File: src/rtl/entropy_pkg.sv
// Shared defaults and counter-width helpers for the entropy health packer.
package entropy_pkg;

  localparam int unsigned RCT_CUTOFF_DEF = 8;
  localparam int unsigned APT_WINDOW_DEF = 64;
  localparam int unsigned APT_CUTOFF_DEF = 48;
  localparam int unsigned OUT_W_DEF      = 8;

  // Width of a counter that must hold values 0..max_val inclusive.
  function automatic int unsigned cnt_w(int unsigned max_val);
    return (max_val < 2) ? 1 : $clog2(max_val + 1);
  endfunction

  localparam int unsigned RCT_CNT_W_DEF  = cnt_w(RCT_CUTOFF_DEF);
  localparam int unsigned APT_WCNT_W_DEF = $clog2(APT_WINDOW_DEF);
  localparam int unsigned APT_MCNT_W_DEF = cnt_w(APT_CUTOFF_DEF);
  localparam int unsigned BCNT_W_DEF     = $clog2(OUT_W_DEF);

endpackage

File: src/rtl/entropy_health_tests.sv
// Repetition count and adaptive proportion tests on a strobed raw bit stream.
module entropy_health_tests
  import entropy_pkg::*;
#(
  parameter int unsigned RCT_CUTOFF = RCT_CUTOFF_DEF,
  parameter int unsigned APT_WINDOW = APT_WINDOW_DEF,
  parameter int unsigned APT_CUTOFF = APT_CUTOFF_DEF
) (
  input  logic clk,
  input  logic rst_n,
  input  logic sample_i,
  input  logic bit_i,
  input  logic clear_i,
  output logic rct_fail_o,
  output logic apt_fail_o,
  output logic fail_set_o
);

  localparam int unsigned RctW = cnt_w(RCT_CUTOFF);
  localparam int unsigned WinW = $clog2(APT_WINDOW);
  localparam int unsigned AptW = cnt_w(APT_CUTOFF);
  localparam logic [RctW-1:0] RctMax = RctW'(RCT_CUTOFF);
  localparam logic [AptW-1:0] AptMax = AptW'(APT_CUTOFF);

  logic [RctW-1:0] run_cnt_q, run_cnt_d;
  logic            last_bit_q, last_bit_d;
  logic [WinW-1:0] wcnt_q, wcnt_d;
  logic            ref_bit_q, ref_bit_d;
  logic [AptW-1:0] match_q, match_d;
  logic            rct_fail_q, rct_fail_d;
  logic            apt_fail_q, apt_fail_d;
  logic            rct_hit, apt_hit;

  always_comb begin
    run_cnt_d  = run_cnt_q;
    last_bit_d = last_bit_q;
    wcnt_d     = wcnt_q;
    ref_bit_d  = ref_bit_q;
    match_d    = match_q;
    rct_hit    = 1'b0;
    apt_hit    = 1'b0;
    if (clear_i) begin
      run_cnt_d  = '0;
      last_bit_d = 1'b0;
      wcnt_d     = '0;
      ref_bit_d  = 1'b0;
      match_d    = '0;
    end else if (sample_i) begin
      // run_cnt of zero marks "no history" after reset or clear
      if (run_cnt_q == '0 || bit_i != last_bit_q) begin
        run_cnt_d = RctW'(1);
      end else if (run_cnt_q != RctMax) begin
        run_cnt_d = run_cnt_q + 1'b1;
      end
      last_bit_d = bit_i;
      rct_hit    = (run_cnt_d == RctMax);

      wcnt_d = wcnt_q + 1'b1;
      if (wcnt_q == '0) begin
        ref_bit_d = bit_i;
        match_d   = AptW'(1);
      end else if (bit_i == ref_bit_q && match_q != AptMax) begin
        match_d = match_q + 1'b1;
      end
      apt_hit = (match_d == AptMax);
    end
    rct_fail_d = !clear_i && (rct_fail_q || rct_hit);
    apt_fail_d = !clear_i && (apt_fail_q || apt_hit);
  end

  always_ff @(posedge clk or negedge rst_n) begin
    if (!rst_n) begin
      run_cnt_q  <= '0;
      last_bit_q <= 1'b0;
      wcnt_q     <= '0;
      ref_bit_q  <= 1'b0;
      match_q    <= '0;
      rct_fail_q <= 1'b0;
      apt_fail_q <= 1'b0;
    end else begin
      run_cnt_q  <= run_cnt_d;
      last_bit_q <= last_bit_d;
      wcnt_q     <= wcnt_d;
      ref_bit_q  <= ref_bit_d;
      match_q    <= match_d;
      rct_fail_q <= rct_fail_d;
      apt_fail_q <= apt_fail_d;
    end
  end

  assign rct_fail_o = rct_fail_q;
  assign apt_fail_o = apt_fail_q;
  assign fail_set_o = (rct_hit && !rct_fail_q) || (apt_hit && !apt_fail_q);

endmodule

File: src/rtl/entropy_health_packer.sv
// Health-checks a raw entropy stream and packs passing bits MSB-first into words.
module entropy_health_packer
  import entropy_pkg::*;
#(
  parameter int unsigned RCT_CUTOFF = RCT_CUTOFF_DEF,
  parameter int unsigned APT_WINDOW = APT_WINDOW_DEF,
  parameter int unsigned APT_CUTOFF = APT_CUTOFF_DEF,
  parameter int unsigned OUT_W      = OUT_W_DEF
) (
  input  logic             clk,
  input  logic             rst_n,
  input  logic             entropy_valid,
  input  logic             entropy_bit,
  input  logic             clear_alarm,
  output logic             out_valid,
  output logic [OUT_W-1:0] out_data,
  input  logic             out_ready,
  output logic             rct_fail,
  output logic             apt_fail,
  output logic             alarm,
  output logic             overflow
);

  localparam int unsigned BcntW = $clog2(OUT_W);
  localparam logic [BcntW-1:0] BcntLast = BcntW'(OUT_W - 1);

  logic [OUT_W-1:0] sr_q, sr_d;
  logic [BcntW-1:0] bcnt_q, bcnt_d;
  logic             out_valid_q, out_valid_d;
  logic [OUT_W-1:0] out_data_q, out_data_d;
  logic             overflow_q, overflow_d;
  logic             fail_set;
  logic             take, pop;
  logic [OUT_W-1:0] word;

  entropy_health_tests #(
    .RCT_CUTOFF (RCT_CUTOFF),
    .APT_WINDOW (APT_WINDOW),
    .APT_CUTOFF (APT_CUTOFF)
  ) u_tests (
    .clk        (clk),
    .rst_n      (rst_n),
    .sample_i   (entropy_valid),
    .bit_i      (entropy_bit),
    .clear_i    (clear_alarm),
    .rct_fail_o (rct_fail),
    .apt_fail_o (apt_fail),
    .fail_set_o (fail_set)
  );

  assign alarm = rct_fail | apt_fail;
  assign pop   = out_valid_q && out_ready;
  assign take  = entropy_valid && !clear_alarm && !alarm && !fail_set;
  assign word  = {sr_q[OUT_W-2:0], entropy_bit};

  always_comb begin
    sr_d        = sr_q;
    bcnt_d      = bcnt_q;
    out_valid_d = out_valid_q;
    out_data_d  = out_data_q;
    overflow_d  = 1'b0;
    if (clear_alarm || fail_set) begin
      // A word completing on the failing edge is discarded silently
      sr_d        = '0;
      bcnt_d      = '0;
      out_valid_d = 1'b0;
      out_data_d  = '0;
    end else begin
      if (pop) begin
        out_valid_d = 1'b0;
      end
      if (take) begin
        sr_d   = word;
        bcnt_d = bcnt_q + 1'b1;
        if (bcnt_q == BcntLast) begin
          bcnt_d = '0;
          if (!out_valid_q || pop) begin
            out_valid_d = 1'b1;
            out_data_d  = word;
          end else begin
            overflow_d = 1'b1;
          end
        end
      end
    end
  end

  always_ff @(posedge clk or negedge rst_n) begin
    if (!rst_n) begin
      sr_q        <= '0;
      bcnt_q      <= '0;
      out_valid_q <= 1'b0;
      out_data_q  <= '0;
      overflow_q  <= 1'b0;
    end else begin
      sr_q        <= sr_d;
      bcnt_q      <= bcnt_d;
      out_valid_q <= out_valid_d;
      out_data_q  <= out_data_d;
      overflow_q  <= overflow_d;
    end
  end

  assign out_valid = out_valid_q;
  assign out_data  = out_data_q;
  assign overflow  = overflow_q;

endmodule

File: config.mk
export PLATFORM = sky130hd
export DESIGN_NAME = entropy_health_packer
export DESIGN_NICKNAME = d
export VERILOG_FILES = /design/src/rtl/entropy_pkg.sv /design/src/rtl/entropy_health_tests.sv /design/src/rtl/entropy_health_packer.sv
export SDC_FILE = /design/constraint.sdc
export NUM_CORES = 1
export LEC_CHECK = 0
export ABC_AREA = 1
export BUFFER_PORTS_ARGS = -buffer_cell sky130_fd_sc_hd__buf_2
export CAP_MARGIN = 20
export CORE_AREA = 5 5 78 65
export CTS_CLUSTER_DIAMETER = 120
export CTS_CLUSTER_SIZE = 24
export DETAILED_ROUTE_END_ITERATION = 6
export DIE_AREA = 0 0 83 70
export GPL_ROUTABILITY_DRIVEN = 0
export GPL_TIMING_DRIVEN = 1
export PLACE_DENSITY = 0.83
export SLEW_MARGIN = 25
export SYNTH_ARGS = -nofsm -noshare
export SYNTH_HDL_FRONTEND = slang
export SYNTH_SLANG_ARGS = --single-unit
File: constraint.sdc
create_clock -name clk -period 2.9 [get_ports clk]
set_input_delay 0.435 -clock clk [delete_from_list [all_inputs] [get_ports clk]]
set_output_delay 0.435 -clock clk [all_outputs]
set_load 0.05 [all_outputs]
* Yosys cells after proc, flatten, opt, wreduce, memory -nomap -nowiden
Index checks and enable logic that the tools add are counted.
Word-level totals: output and inout bits 13, bits in registers 40
Operators by class: bitwise operators 1, reduce and logical (&&, ||, !) cells 30, equal/unequal tests 7, muxes and demuxes 41, $add $sub $neg 4
Operators by type and width (count):
- two-way mux 6 bit | 8
- two-way mux 8 bit | 4
- two-way mux 4 bit | 6
- two-way mux 1 bit | 18
- two-way mux 7 bit | 2
- adder 6 x 1 -> 6 bit, second input constant | 2
- nonzero test 2 bit | 5
- logical AND 1 bit | 9
- two-way mux 3 bit | 3
- == test 6 bit, second input constant | 1
- zero test 1 bit | 6
- zero test 6 bit | 1
- logical OR 1 bit | 6
- != test 6 bit, second input constant | 1
- adder 4 x 1 -> 4 bit, second input constant | 1
- == test 4 bit, second input constant | 1
- zero test 4 bit | 1
- != test 4 bit, second input constant | 1
- adder 3 x 1 -> 3 bit, second input constant | 1
- == test 3 bit, second input constant | 1
- AND reduction 3 bit | 1
- AND reduction 2 bit | 1
- == test 1 bit | 1
- != test 1 bit | 1
- OR 1 bit | 1

* Logic depth before layout (Yosys ltp)
depth in word-level cells 15, gate-level depth with buffers 16

* Hierarchy
A second synthesis with hierarchy kept.
Second synthesis, totals: cells, all modules 256, area total of the unflattened synthesis 2158.3 sq um
By module, submodules not included:
- entropy_health_tests | instances 1, area each 1268.7 sq um, sequential area each 500.5 sq um, cells each 163
- entropy_health_packer | instances 1, area each 889.6 sq um, sequential area each 500.5 sq um, cells each 93

* Least setup slack after synthesis
OpenSTA, ideal clock, no wires.
kind register -> register, start reg u_tests.apt_fail_q, in the netlist u_tests.apt_fail_o, end reg bcnt_q[0], required time 2779 ps, slack 932 ps, stages on the path, launching flop included 9, setup time 121 ps, period minus slack after synthesis 1968 ps, arrival 1846 ps, cell sequence dfrtp_1 inv_1 nand2_1 nor2_1 buf_2 inv_1 buf_2 a21oi_1 nor2_1
On the way: elaborated cells on any way between the ends 11, classes of those cells mux: 1; bitwise: 1; reduce/logical: 9
RTL lines:
- start, declared | line entropy_health_tests.sv:31 | logic apt_fail_q, apt_fail_d;
- start signal, assigned | line entropy_health_tests.sv:87 | apt_fail_q <= apt_fail_d;
- OR 1 bit | line entropy_health_packer.sv:51 | assign alarm = rct_fail | apt_fail;
- net alarm | line entropy_health_packer.sv:20 | output logic alarm,
- zero test 1 bit | line entropy_health_packer.sv:53 | assign take = entropy_valid && !clear_alarm && !alarm && !fail_set;
- logical AND 1 bit (2 in series) | line entropy_health_packer.sv:53
- nonzero test 2 bit (no line)
- end signal, assigned | line entropy_health_packer.sv:97 | bcnt_q <= bcnt_d;
- end, declared | line entropy_health_packer.sv:28 | logic [BcntW-1:0] bcnt_q, bcnt_d;
The timed path passes the listed nets, and every way through them passes these cells. A chain may end at the register's enable or synchronous reset.

* Final worst setup path
start reg u_tests.match_q[0], end reg overflow_q, in the netlist overflow
On the way: longest elaborated chain between the ends 15, elaborated cells on any way between the ends 17, classes of those cells add/sub: 1; eq/ne: 2; mux: 8; reduce/logical: 6
RTL lines:
- start, declared | line entropy_health_tests.sv:29 | logic [AptW-1:0] match_q, match_d;
- start signal, assigned | line entropy_health_tests.sv:85 | match_q <= match_d;
- branches (longest 2 deep; another with adder 6 x 1 -> 6 bit)
- two-way mux 6 bit (*) | line entropy_health_tests.sv:62 | end else if (bit_i == ref_bit_q && match_q != AptMax) begin
- two-way mux 6 bit (*) | line entropy_health_tests.sv:59 | if (wcnt_q == '0) begin
- two-way mux 6 bit (*) | line entropy_health_tests.sv:48 | end else if (sample_i) begin
- two-way mux 6 bit (*) | line entropy_health_tests.sv:42 | if (clear_i) begin
- == test 6 bit (*) | line entropy_health_tests.sv:65 | apt_hit = (match_d == AptMax);
- two-way mux 1 bit (*) | line entropy_health_tests.sv:48
- two-way mux 1 bit (*) | line entropy_health_tests.sv:42
- logical AND 1 bit (*) | line entropy_health_tests.sv:93 | assign fail_set_o = (rct_hit && !rct_fail_q) || (apt_hit && !apt_fail_q);
- logical OR 1 bit (*) | line entropy_health_tests.sv:93
- zero test 1 bit | line entropy_health_packer.sv:53
- logical AND 1 bit | line entropy_health_packer.sv:53
- two-way mux 1 bit | line entropy_health_packer.sv:72 | if (take) begin
- two-way mux 1 bit (*) | line entropy_health_packer.sv:62 | if (clear_alarm || fail_set) begin
- net overflow_d | line entropy_health_packer.sv:31 | logic overflow_q, overflow_d;
- end signal, assigned | line entropy_health_packer.sv:100 | overflow_q <= overflow_d;
- end, declared | line entropy_health_packer.sv:31
Mark *: on every way through the listed nets, which the timed path passes. The select of a mux whose other input is x is not followed.

==> metrics <==
CTS Root Cell=clkbuf_8; Worst R2R End=overflow; initial core utilization=0.518; DR vias=1802; Peak VDD IR=377 uV; Mapped Area=2150 um2; share of layout cells above drive strength 1=0.153; slowest CP cell=nand3_2; post-synthesis async set-or-reset flop share=1.00; WP data arrival=2.61 ns; top cell type's share of synthesized area=0.465; Worst Reg-to-Reg Cells=13; Routed WL=4.24 mm; cell family with most CP delay=simple AND/OR/NAND/NOR gates; Post-synth EDFFs=0; Tmin final=2.44 ns; synthesis-to-finish area growth=10.3%; number of port buffers=18; chip width=83 um; Psw=282 uW; Worst Setup End Kind=flop; Slew Viols, Final=0; setup slack, reg-to-reg=0.46 ns; n_diodes=0; row cnt=21; post-synthesis sequential area ratio=0.465; most frequent cells after synthesis=nand2_1 (52), dfrtp_1 (40), nand4_1 (31); Seq cells post-synth=40; hold_buf cts=0; power density over the cells=478 nW/um2; syn_nets=270; Crit Reg-Reg Startpoint=u_tests.match_q[0]; combinational cell fraction of total power=0.091; CTS sink count=40; CTS H-Tree Depth=2; Syn Inst Count=256; DRT Pass-1 Iters=4; crit path launch type=flop; clock-pin slew on the worst setup and hold paths=0.08 ns; CP Cell Sequence=inv_1, ha_1, nand2_1, nor2_1, nand2_1, nand3_1, nand2_1, nor2_2, nand2_1, nor2_2, nand3_2, nand2_1, nor3_1; clock buffer count from CTS=5; Via density=5.44; vias in the first global route=1609; IO Pins=19; Sw Ratio=0.249; nets=287; first-pass GRT wire length=7.36 mm; highest attainable clock frequency=410 MHz; RSZ-0062 raised after global routing=no; detailed-route DRC error count=0; Rel. slew slack=0.427; Reg power frac=0.509; MaxCap Viol Count=0; antenna viol nets, final=0; Tcrit/Tclk final=0.842; detailed placement HPWL=3.04 mm; CTS tree=done; Worst-Margin Slew=0.860 ns; total negative slack=0 ns; Die ar.=5810 um2; Wirelength per Cell=12.8 um; cell with the most instances after synthesis=nand2_1; most area-consuming cells after synthesis=dfrtp_1 (47%), nand2_1 (9.1%), nand4_1 (9.0%), inv_1 (4.9%), ha_1 (4.7%); pin count of the biggest net entering global routing=41; Hold Path Class=primary input to asynchronous set/reset pin; Hold Slack=0.244 ns; WS Path Type=flop to flop; Syn Area/Cell=8.40 um2; Overflow after GRT=0; Power Total=1130 uW; Ys Warns=0; Tot GR Track Use=0.157; max incr delay on CP=0.42 ns; post-CTS sizing=0; Hold Violations, Final=0; P_int=852 uW; initial detailed-routing violation count=203; initial antenna violation count=0; CTS max path bufs=2; leakage power=0.00119 uW; Post-CTS Setup Bufs=0; worst path required time=3.07 ns; most frequent CP cell=nand2_1; clock latency on the worst-skew pair=0.30 ns; clock network power share=0.400; CP bufs+invs=1; Vert. Die Dim=70 um; Worst Clk Skew=0.00997 ns; Yosys top cell by area=dfrtp_1; crit-path max FO=29; Synth Flop Type=dfrtp_1; unique cell type count in the Yosys netlist=24; Core Footprint=4150 um2; status=completed; Final setup viols=0
-- worst max path at each step --
stage	from	end	slack [ns]	depth (start not counted)
after global placement	u_tests.match_q[0]	out_data[7]	0.60	13
final	u_tests.match_q[0]	overflow	0.46	13
after floorplan	u_tests.apt_fail_o	bcnt_q[0]	0.93	8
after CTS	u_tests.match_q[0]	overflow	0.50	13
after global routing	u_tests.match_q[0]	overflow	0.20	13
after detailed placement	u_tests.match_q[0]	overflow	0.50	13
-- power by group through the flow --
stage / combinational (uW) / sequential, uW / clock, uW
floorplan: 72.3 / 586 / 0
global placement: 100 / 587 / 0
detailed placement: 102 / 588 / 0
CTS: 103 / 576 / 465
global route: 119 / 578 / 491
finish: 104 / 577 / 454
-- per-layer routing --
metal / GRT usage / wire length, um / vias up
li1: - / - / 904
met2: 0.213 / 1800 / 59
met1: 0.227 / 2110 / 832
met4: 0.0599 / 68 / 0
met3: 0.0541 / 272 / 7
met5: 0 / 0 / -
-- stage by stage --
step | setup slack [ns] | util | cells | cell area (um2)
after floorplan | 0.932 | - | 256 | 2150
after global routing | 0.203 | 0.571 | 331 | 2370
final | 0.459 | 0.571 | 331 | 2370
after CTS | 0.496 | 0.571 | 331 | 2370
after detailed placement | 0.498 | 0.545 | 323 | 2260
after global placement | 0.605 | 0.545 | 323 | 2260
-- layout make-up --
cell class                 count  area (um2)
clock buffer                   5        68.8
clock inverter                 3        42.5
fill                         383        1780
inverter                      30         113
multi-input combinational    176         971
sequential                    40        1000
tap                           57        71.3
timing repair buffer          20         105
-- sequential cells by signal (all words and copies together), names as in the netlist --
register and cells:
out_valid 1, u_tests.wcnt_q 6, u_tests.apt_fail_o 1, u_tests.ref_bit_q 1, sr_q 7, u_tests.run_cnt_q 4, overflow 1, u_tests.rct_fail_o 1
u_tests.match_q 6, bcnt_q 3, u_tests.last_bit_q 1, out_data 8
-- cells in the final DEF, fill, tap and decap left out --
master and instances:
xnor2_1 1, nor2_2 4, clkinv_2 1, nand3_1 17
o22ai_1 6, xnor2_2 1, inv_2 2, xor2_1 3
inv_1 28, nor3_2 1, nand2_1 52, o21ai_0 14
nand2_2 2, a21oi_1 11, dfrtp_1 40, ha_1 8
nand3_2 1, o311ai_0 1, bufinv_16 1, nor3_1 6
buf_2 18, buf_4 2, nor2_4 3, clkbuf_8 5
clkinvlp_4 1, nor2_1 14, nand4_1 31
-- kinds of logic after synthesis --
kind of cell,Yosys count,synth area share
compound gates,32,0.0797
xor+xnor,5,0.0239
fa+ha+maj,8,0.0465
buf+inv,40,0.0832
flops,40,0.465
simple gates,131,0.301
No activity file was read; power rests on OpenSTA's default activity.
